[src/rtl/cplx_mac_acc_pkg.sv]
// Shared MIMO detector datapath widths and the round/saturate helper.
// Latency: none, constants and a pure combinational function.
// Backpressure: not applicable.
package mimo_pkg;

   localparam int DATA_W   = 28;
   localparam int PROD_W   = 56;
   localparam int ACC_W    = 58;
   localparam int FRAC_DEF = 14;

   // Rounded/clamped component together with its saturation indication.
   typedef struct packed {
      logic                     sat;
      logic signed [DATA_W-1:0] val;
   } rs_t;

   // Accumulation phase: first term of an inner product, or a later one.
   typedef enum logic {
      ST_ACC0 = 1'b0,
      ST_ACCK = 1'b1
   } acc_state_t;

   // Round half toward +inf, arithmetic shift by frac, clamp to DATA_W signed.
   // One guard bit is added because a near-full-scale sum plus the rounding
   // half can exceed the ACC_W signed range.
   function automatic rs_t sat_round(input logic signed [ACC_W-1:0] x,
                                     input int                      frac);
      logic signed [ACC_W:0] ext;
      logic signed [ACC_W:0] half;
      logic signed [ACC_W:0] sh;
      logic                  ovf;
      rs_t                   r;
      ext  = {x[ACC_W-1], x};
      half = {{ACC_W{1'b0}}, 1'b1} << (frac - 1);
      sh   = (ext + half) >>> frac;
      // In range only if every bit above the result sign copies the sign.
      ovf  = (sh[ACC_W:DATA_W-1] != {(ACC_W-DATA_W+2){sh[ACC_W]}});
      r.sat = ovf;
      if (!ovf) begin
         r.val = sh[DATA_W-1:0];
      end else if (sh[ACC_W]) begin
         r.val = {1'b1, {(DATA_W-1){1'b0}}};
      end else begin
         r.val = {1'b0, {(DATA_W-1){1'b1}}};
      end
      return r;
   endfunction

endpackage

[src/rtl/cplx_mac_acc_if.sv]
// Product-in / result-out handshake bundle of the complex MAC back end.
// Latency: wires only.
// Backpressure: valid/ready on both the product and the result side.
interface cplx_mac_acc_if;
   import mimo_pkg::*;

   logic                     in_valid;
   logic                     in_ready;
   logic signed [PROD_W-1:0] real_prod;
   logic signed [PROD_W-1:0] imag_prod;
   logic                     out_valid;
   logic                     out_ready;
   logic signed [DATA_W-1:0] real_out;
   logic signed [DATA_W-1:0] imag_out;
   logic                     sat_flag;

   // Accumulator side.
   modport slave (
      input  in_valid, real_prod, imag_prod, out_ready,
      output in_ready, out_valid, real_out, imag_out, sat_flag
   );

   // Product source / result sink side.
   modport master (
      output in_valid, real_prod, imag_prod, out_ready,
      input  in_ready, out_valid, real_out, imag_out, sat_flag
   );

endinterface

[src/rtl/cplx_mac_acc_round_sat.sv]
// Rounds an accumulated sum to DATA_W Q.14 with saturation.
// Latency: combinational.
// Backpressure: none, pure datapath.
module round_sat
   import mimo_pkg::*;
#(
   parameter int FRAC = FRAC_DEF
) (
   input  logic signed [ACC_W-1:0]  sum_i,
   output logic signed [DATA_W-1:0] res_o,
   output logic                     sat_o
);

   rs_t rs;

   // Single shared implementation of round-half-up, shift and clamp.
   always_comb begin
      rs = sat_round(sum_i, FRAC);
   end

   assign res_o = rs.val;
   assign sat_o = rs.sat;

endmodule

[src/rtl/cplx_mac_acc.sv]
// Sums N_TERMS complex products, rounds/saturates to Q.14, registers result.
// Latency: result valid 1 cycle after the last term is accepted.
// Backpressure: in_ready = !out_valid || out_ready; full result stalls input.
module cplx_mac_acc
   import mimo_pkg::*;
#(
   parameter int N_TERMS = 2,
   parameter int FRAC    = FRAC_DEF
) (
   input logic           clk,
   input logic           rst,
   cplx_mac_acc_if.slave bus
);

   localparam logic [1:0] LAST_CNT = 2'(N_TERMS - 1);

   acc_state_t               st_q, st_d;
   logic [1:0]               cnt_q, cnt_d;
   logic signed [ACC_W-1:0]  acc_re_q, acc_re_d;
   logic signed [ACC_W-1:0]  acc_im_q, acc_im_d;
   logic                     out_valid_q, out_valid_d;
   logic signed [DATA_W-1:0] real_q, real_d;
   logic signed [DATA_W-1:0] imag_q, imag_d;
   logic                     sat_q, sat_d;

   logic                     in_ready;
   logic                     accept;
   logic                     last;
   logic signed [ACC_W-1:0]  base_re, base_im;
   logic signed [ACC_W-1:0]  sum_re, sum_im;
   logic signed [DATA_W-1:0] rnd_re, rnd_im;
   logic                     sat_re, sat_im;

   assign in_ready = !out_valid_q || bus.out_ready;
   assign accept   = bus.in_valid && in_ready;
   assign last     = (cnt_q == LAST_CNT);

   // Running sum including the incoming product; first term starts from zero.
   always_comb begin
      base_re = acc_re_q;
      base_im = acc_im_q;
      if (st_q == ST_ACC0) begin
         base_re = '0;
         base_im = '0;
      end
      sum_re = base_re + ACC_W'(bus.real_prod);
      sum_im = base_im + ACC_W'(bus.imag_prod);
   end

   round_sat #(.FRAC(FRAC)) u_rs_re (
      .sum_i (sum_re),
      .res_o (rnd_re),
      .sat_o (sat_re)
   );

   round_sat #(.FRAC(FRAC)) u_rs_im (
      .sum_i (sum_im),
      .res_o (rnd_im),
      .sat_o (sat_im)
   );

   // Next state: term counter/phase, accumulators and output register.
   always_comb begin
      st_d        = st_q;
      cnt_d       = cnt_q;
      acc_re_d    = acc_re_q;
      acc_im_d    = acc_im_q;
      out_valid_d = out_valid_q;
      real_d      = real_q;
      imag_d      = imag_q;
      sat_d       = sat_q;
      if (out_valid_q && bus.out_ready) begin
         out_valid_d = 1'b0;
      end
      if (accept) begin
         acc_re_d = sum_re;
         acc_im_d = sum_im;
         if (last) begin
            st_d        = ST_ACC0;
            cnt_d       = '0;
            out_valid_d = 1'b1;
            real_d      = rnd_re;
            imag_d      = rnd_im;
            sat_d       = sat_re | sat_im;
         end else begin
            st_d  = ST_ACCK;
            cnt_d = cnt_q + 2'd1;
         end
      end
   end

   // State register with synchronous reset; a partial sum is discarded.
   always_ff @(posedge clk) begin
      if (rst) begin
         st_q        <= ST_ACC0;
         cnt_q       <= '0;
         acc_re_q    <= '0;
         acc_im_q    <= '0;
         out_valid_q <= 1'b0;
         real_q      <= '0;
         imag_q      <= '0;
         sat_q       <= 1'b0;
      end else begin
         st_q        <= st_d;
         cnt_q       <= cnt_d;
         acc_re_q    <= acc_re_d;
         acc_im_q    <= acc_im_d;
         out_valid_q <= out_valid_d;
         real_q      <= real_d;
         imag_q      <= imag_d;
         sat_q       <= sat_d;
      end
   end

   assign bus.in_ready  = in_ready;
   assign bus.out_valid = out_valid_q;
   assign bus.real_out  = real_q;
   assign bus.imag_out  = imag_q;
   assign bus.sat_flag  = sat_q;

endmodule

[src/flat_wrapper.sv]
// flat-port wrapper written by rule: the top's interface ports become plain ports
module cplx_mac_acc_flat import mimo_pkg::*;
#(
   parameter int N_TERMS = 2,
   parameter int FRAC    = FRAC_DEF
)
  (clk, rst, bus_in_valid, bus_real_prod, bus_imag_prod, bus_out_ready, bus_in_ready, bus_out_valid, bus_real_out, bus_imag_out, bus_sat_flag);
  cplx_mac_acc_if bus_i ();
  input logic clk;
  input logic rst;
  input wire logic [$bits(bus_i.in_valid)-1:0] bus_in_valid;
  input wire logic [$bits(bus_i.real_prod)-1:0] bus_real_prod;
  input wire logic [$bits(bus_i.imag_prod)-1:0] bus_imag_prod;
  input wire logic [$bits(bus_i.out_ready)-1:0] bus_out_ready;
  output wire logic [$bits(bus_i.in_ready)-1:0] bus_in_ready;
  output wire logic [$bits(bus_i.out_valid)-1:0] bus_out_valid;
  output wire logic [$bits(bus_i.real_out)-1:0] bus_real_out;
  output wire logic [$bits(bus_i.imag_out)-1:0] bus_imag_out;
  output wire logic [$bits(bus_i.sat_flag)-1:0] bus_sat_flag;
  assign bus_i.in_valid = bus_in_valid;
  assign bus_i.real_prod = bus_real_prod;
  assign bus_i.imag_prod = bus_imag_prod;
  assign bus_i.out_ready = bus_out_ready;
  assign bus_in_ready = bus_i.in_ready;
  assign bus_out_valid = bus_i.out_valid;
  assign bus_real_out = bus_i.real_out;
  assign bus_imag_out = bus_i.imag_out;
  assign bus_sat_flag = bus_i.sat_flag;
  cplx_mac_acc #(.N_TERMS(N_TERMS), .FRAC(FRAC)) u_core (.clk(clk), .rst(rst), .bus(bus_i));
endmodule
[config.mk]
export PLATFORM = sky130hd
export DESIGN_NAME = cplx_mac_acc_flat
export DESIGN_NICKNAME = d
export VERILOG_FILES = /design/src/rtl/cplx_mac_acc_pkg.sv /design/src/rtl/cplx_mac_acc_if.sv /design/src/rtl/cplx_mac_acc_round_sat.sv /design/src/rtl/cplx_mac_acc.sv /design/src/flat_wrapper.sv
export SDC_FILE = /design/constraint.sdc
export NUM_CORES = 1
export LEC_CHECK = 0
export ABC_CLOCK_PERIOD_IN_PS = 7050
export BUFFER_PORTS_ARGS = -buffer_cell sky130_fd_sc_hd__clkbuf_2
export CAP_MARGIN = 20
export CORE_ASPECT_RATIO = 1.5
export CORE_MARGIN = 3
export CORE_UTILIZATION = 40
export CTS_BUF_LIST = sky130_fd_sc_hd__clkbuf_8
export CTS_CLUSTER_DIAMETER = 80
export DETAILED_ROUTE_END_ITERATION = 8
export PLACE_DENSITY = 0.72
export SYNTH_ARGS = -nofsm -noshare
export SYNTH_HDL_FRONTEND = slang
export SYNTH_SLANG_ARGS = --single-unit
[constraint.sdc]
create_clock -name clk -period 7.05 [get_ports clk]
set_input_delay 1.41 -clock clk [delete_from_list [all_inputs] [get_ports clk]]
set_output_delay 1.41 -clock clk [all_outputs]
set_load 0.01 [all_outputs]
-- After elaboration in Yosys (flattened, before gate mapping)
Index checks and enable logic that the tools add are counted.
- reduce and logical (&&, ||, !) cells: 5
- add/subtract/negate cells: 5
- bitwise operators: 1
- mux-type cells: 11
- equal/unequal tests: 3
- operators by type and width (cell ; count):
    adder 58 x 15 -> 59 bit, second input constant ; 2
    adder 58 x 56 -> 58 bit ; 2
    2-to-1 mux 58 bit ; 2
    2-to-1 mux 28 bit ; 4
    inequality test 17 bit ; 2
    2-to-1 mux 1 bit ; 4
    adder 2 x 1 -> 2 bit, second input constant ; 1
    == test 2 x 1 -> 1 bit, second input constant ; 1
    logical AND 1 bit ; 2
    2-to-1 mux 2 bit ; 1
    AND reduction 2 bit ; 1
    zero test 1 bit ; 1
    logical OR 1 bit ; 1
    OR 1 bit ; 1
- output and inout bits: 59
- logic and storage cells: 33
- bits in registers: 177
- input port bits: 116

-- Longest topological paths before layout
- depth after elaboration: 5
- depth in mapped cells: 25
- depth with buffers taken out: 21

-- Hierarchy
A second synthesis with hierarchy kept.
- cells, all modules: 2345
- area total of the unflattened synthesis: 16842.4 µm²
- by module, submodules not included (module ; sequential area each (µm²) ; area an instance (µm²) ; cells each ; times used):
    cplx_mac_acc ; 3543.4 ; 13744.4 ; 1893 ; 1
    round_sat ; 0.0 ; 1549.0 ; 226 ; 2

-- Least setup slack after synthesis
No wires, ideal clock.
- path kind: input port to flip-flop
- start: input port bus_imag_prod[0]
- end: register u_core.imag_q[10], in the netlist u_core.bus.imag_out[10]
- buffers on the path: 3
- data arrival time: 6568 ps
- stages on the path: 21
- slack: 360 ps
- required time: 6928 ps
- setup time: 122 ps
- cell sequence: ha_1 > fa_1 > a211oi_1 > o21ai_1 > a211o_1 > a21o_1 > a21boi_0 > xnor2_1 > and4_1 > clkbuf_1 > nand4_1 > or4_1 > buf_2 > or3_4 > a211oi_1 > a22oi_1 > a2111oi_4 > o211ai_4 > nor3b_2 > buf_6 > a221o_1
- word-level cells in the longest chain between the ends: 4
- elaborated cells on any way between the ends: 5
- classes of those cells: add/sub: 2; eq/ne: 1; mux: 2
- RTL lines (element ; line ; RTL):
    from (decl) ; flat_wrapper.sv:13 ; input wire logic [$bits(bus_i.imag_prod)-1:0] bus_imag_prod;
    adder 58 x 56 -> 58 bit * ; cplx_mac_acc.sv:47 ; sum_im = base_im + ACC_W'(bus.imag_prod);
    adder 58 x 15 -> 59 bit * ; cplx_mac_acc_pkg.sv:35 ; sh = (ext + half) >>> frac;
    inequality test 17 bit / 2-to-1 mux 28 bit (equally long branches) ; cplx_mac_acc_pkg.sv:37, cplx_mac_acc_pkg.sv:41 ;
    2-to-1 mux 28 bit * ; cplx_mac_acc_pkg.sv:39 ; if (!ovf) begin
    to (signal assigned) ; cplx_mac_acc.sv:110 ; imag_q <= imag_d;
    to (decl) ; cplx_mac_acc.sv:23 ; logic signed [DATA_W-1:0] imag_q, imag_d;
Mark *: on every way between the ends. The rest lies on a longest branch, timed or not.
A chain may end at the register's enable or synchronous reset.

-- Worst setup path in the final report
- start: input port bus_real_prod[0]
- end: register u_core.real_q[2], in the netlist u_core.bus.real_out[2]
- word-level cells in the longest chain between the ends: 4
- elaborated cells on any way between the ends: 5
- classes of those cells: add/sub: 2; eq/ne: 1; mux: 2
- RTL lines (element ; line ; RTL):
    from (decl) ; flat_wrapper.sv:12 ; input wire logic [$bits(bus_i.real_prod)-1:0] bus_real_prod;
    adder 58 x 56 -> 58 bit * ; cplx_mac_acc.sv:46 ; sum_re = base_re + ACC_W'(bus.real_prod);
    adder 58 x 15 -> 59 bit * ; cplx_mac_acc_pkg.sv:35 ;
    inequality test 17 bit / 2-to-1 mux 28 bit (equally long branches) ; cplx_mac_acc_pkg.sv:37, cplx_mac_acc_pkg.sv:41 ;
    2-to-1 mux 28 bit * ; cplx_mac_acc_pkg.sv:39 ;
    to (signal assigned) ; cplx_mac_acc.sv:109 ; real_q <= real_d;
    to (decl) ; cplx_mac_acc.sv:22 ; logic signed [DATA_W-1:0] real_q, real_d;
Marks and branches as above.

==> impl_metrics.tcl <==
set metrics [dict create \
    synth_area_leaders "dfxtp_1 (20%), nand2_1 (8.8%), ha_1 (8.1%)" \
    grt_overflow 0 \
    endpoint_kind "flop" \
    synth_edf_count 0 \
    clk_latency_ns 0.54 \
    wl_per_cell_um 21.27 \
    cts_tree "yes" \
    area_growth_syn_to_layout_pct 18.52 \
    required_ns 7.51 \
    die-area_um2 47320 \
    yosys.area.top_type "dfxtp_1" \
    setup_viol 0 \
    cts_buffers 17 \
    critPathLaunch "bus_real_prod[0]" \
    nets 3037 \
    htreeDepth 4 \
    cap_violations 0 \
    die_y_um 264.9 \
    pwr-share-seq 0.373 \
    slew_violations 0 \
    start_kind "primary input" \
    cpPeakStageDelay_ns 0.55 \
    syn_area_um2 17880 \
    path_class "in -> reg" \
    layout.cells.non_filler 3393 \
    synthFlopType "dfxtp_1" \
    drive_gt1_frac 0.1875 \
    ios 175 \
    worst_pin_slew_ns 1.055 \
    die_width_um 178.6 \
    yosys.area_share.xor_xnor 0.07096 \
    ys_ff_latch 177 \
    synthArstFlopShare 0 \
    power.leakage_nw 8.957 \
    syn_area_per_cell_um2 7.143 \
    num_vias 20742 \
    place_congestion 1.037 \
    grt_pass1_vias 21020 \
    routed_wl_um 72180 \
    antenna_found_initial 1 \
    synth-simple-area-share 0.3260 \
    p_sw_w 0.001213 \
    finalCriticalPeriod_ns 6.650 \
    post-place-ws_ns -0.4474 \
    power_density_nw_per_um2 140.5 \
    dpl.hpwl_um 57650 \
    rows 94 \
    arrival_ns 7.11 \
    track_usage 0.2976 \
    synthMuxAreaShare 0.009307 \
    comb_power_share 0.372 \
    min_path_type "reg -> reg" \
    timing.slew.headroom 0.2965 \
    r2r-start "u_core.st_q$_SDFFE_PP0P_" \
    synth_warnings 0 \
    status "completed" \
    firstDrtPassIters 6 \
    ir_drop_mv 0.1058 \
    fin_skew_ns 0.03453 \
    synth_top_family_by_area "simple AND/OR/NAND/NOR gates" \
    synth_nets 2737 \
    p_clk_frac 0.255 \
    io_buffers 174 \
    path_clk_slew_ns 0.11 \
    cpMostUsedCell "buf_4" \
    cell_internal_pwr_w 0.001764 \
    synth-seq-area-share 0.1982 \
    cpMaxStageDelayCell "a2111o_1" \
    coreArea_um2 43990 \
    ys_types 105 \
    cp_top_family "simple AND/OR/NAND/NOR gates" \
    cts-root-buf "clkbuf_8" \
    switching_share 0.4075 \
    max-clock-path-buffers 2 \
    fin_crit_sh 0.9432 \
    hp-start "u_core.acc_re_q[50]$_SDFFE_PP0P_" \
    yosysTopAreaCellShare 0.1982 \
    grt_max_degree 82 \
    crit_path_cell_trace "clkbuf_2, ha_1, inv_1, fa_1, and2b_1, o21ai_1, a21o_1, a2111o_1, a2111oi_1, buf_4, or4_1, nand3_1, nor4b_4, buf_4, nand4_1, nor4_1, xnor2_1, nor2b_1, or4_4, or3_1, buf_4, o211ai_1" \
    final_hold_viol_count 0 \
    grt_pass1_wl_um 111300 \
    synth_cells 2503 \
    drtIter0Drc 1544 \
    synth_compound_area_frac 0.2739 \
    initial_core_util 0.4065 \
    place_inst 3357 \
    cp_max_fo 14 \
    synth-adder-area-share 0.08341 \
    p_total_w 0.002976 \
    ant_nets 0 \
    route.detailed.drc 0 \
    max_freq_mhz 150.4 \
    cts.sinks 177 \
    final.setup.worst_slack_ns 0.4003 \
    crit_buf_inv 5 \
    via_per_inst 6.113 \
]
## through the flow
| stage | hold slack, ns | TNS [ns] | area [µm²] | util |
|---|---|---|---|---|
| floorplan | 0.4273 | 0 | 17880 | - |
| CTS | 0.4576 | 0 | 21120 | 0.4802 |
| global route | 0.4733 | -0.003664 | 21190 | 0.4817 |
| finish | 0.4557 | 0 | 21190 | 0.4817 |
| detailed placement | 0.4420 | -14.78 | 20720 | 0.4710 |
| global placement | 0.4346 | -7.992 | 20700 | 0.4705 |
## worst paths after layout
path	to	slack [ns]	cells after the start
max	u_core.bus.real_out[2]$_SDFFE_PP0P_	0.40	22
min	u_core.acc_re_q[50]$_SDFFE_PP0P_	0.46	2
max reg2reg	u_core.bus.real_out[2]$_SDFFE_PP0P_	0.40	23
min reg2reg	u_core.acc_re_q[50]$_SDFFE_PP0P_	0.46	2
## routing by layer
layer	global-route usage	part of all wire	up-vias
met5	0	0	-
met4	0.2546	0.10	0
met3	0.03626	0.051	355
met2	0.5341	0.50	901
met1	0.2990	0.35	9711
li1	-	-	9775
## layout by cell type, fill, tap and decap left out, types with 30 or more instances in the layout
cell,netlist,layout
and2_1,144,143
nor3_1,58,57
buf_4,2,230
nor2_1,201,200
nand2_1,420,419
o21ai_0,117,117
or3_1,30,30
nand3_1,68,68
dfxtp_1,177,176
xnor2_1,88,88
inv_1,30,31
clkbuf_2,2,174
a21o_1,46,46
nor4_1,36,36
xor2_1,55,55
a21oi_1,285,285
nand4_1,61,61
ha_1,116,116
## cell type report
class / instances / area, µm²
Fill cell: 4458 / 22800
Multi-Input combinational cell: 2167 / 13700
Sequential cell: 177 / 3547
Timing Repair Buffer: 410 / 2699
Tap cell: 576 / 720.7
Clock buffer: 17 / 234.0
Clock inverter: 15 / 170.2
Inverter: 30 / 112.6
Antenna cell: 1 / 2.502
## state kept, by name, summed over array words and instances (netlist names)
| name | flops |
|---|---|
| u_core.acc_re_q | 58 |
| u_core.bus.sat_flag | 1 |
| u_core.acc_im_q | 58 |
| u_core.cnt_q | 2 |
| u_core.bus.out_valid | 1 |
| u_core.bus.imag_out | 28 |
| u_core.bus.real_out | 28 |
| u_core.st_q | 1 |
## what timing repair did
item                       in CTS  in global routing
hold endpoints to repair        0                  0
setup buffers                   0                  1
setup endpoints to repair      27                 32
resized for setup               1                  5
hold buffers                    0                  0
cloned                          0                  0
## worst register-to-register path, stage by stage, from the launching register on
cell and delay, ns:
dfxtp_4 0.56, buf_4 0.25, and2_1 0.14, ha_1 0.20
inv_1 0.07, fa_1 0.38, and2b_1 0.24, o21ai_1 0.08
a21o_1 0.21, a2111o_1 0.55, a2111oi_1 0.45, buf_4 0.22
or4_1 0.12, nand3_1 0.18, nor4b_4 0.46, buf_4 0.19
nand4_1 0.23, nor4_1 0.40, xnor2_1 0.18, nor2b_1 0.17
or4_4 0.48, or3_1 0.39, buf_4 0.22, o211ai_1 0.20
## power by group through the flow
stage | clock network (W) | logic, W | registers (W)
after floorplan | 0 | 0.000672 | 0.00113
after global placement | 0 | 0.00106 | 0.00113
after detailed placement | 0 | 0.00108 | 0.00113
after CTS | 0.000776 | 0.00108 | 0.00111
after global routing | 0.000813 | 0.00120 | 0.00112
final | 0.000759 | 0.00111 | 0.00111
## Yosys cell counts (6+ instances only)
| master | count |
|---|---|
| a31oi_1 | 15 |
| nor4b_1 | 9 |
| or4_1 | 10 |
| nand3b_1 | 7 |
| and4_1 | 21 |
| and3_1 | 18 |
| a21o_1 | 46 |
| a311oi_1 | 9 |
| a211o_1 | 6 |
| o211ai_2 | 20 |
| nor2b_1 | 11 |
| o21a_1 | 23 |
| nor3b_1 | 8 |
| inv_1 | 30 |
| o21ai_1 | 11 |
| o211ai_1 | 29 |
| xnor2_1 | 88 |
| nor3_1 | 58 |
| buf_2 | 31 |
| nand3_1 | 68 |
| dfxtp_1 | 177 |
| or2_2 | 6 |
| a211oi_1 | 27 |
| xor2_1 | 55 |
| nand2_1 | 420 |
| nor2_1 | 201 |
| o21ai_0 | 117 |
| clkbuf_1 | 83 |
| a21oi_1 | 285 |
| or3_1 | 30 |
| and2_1 | 144 |
| a221o_1 | 26 |
| nand4_1 | 61 |
| mux2i_1 | 11 |
| ha_1 | 116 |
| o31ai_1 | 9 |
| buf_1 | 6 |
| nand2b_1 | 6 |
| o21bai_1 | 19 |
| nor4_1 | 36 |
## logic make-up after synthesis
group	count (synthesis)
AND/OR/NAND/NOR	1154
AO/OA/AOI/OAI	735
flip-flops	177
buffers and inverters	159
XOR/XNOR	144
adder cells (fa/ha/maj)	118
multiplexers	16
Note: power is estimated with default switching activity, not from simulation.
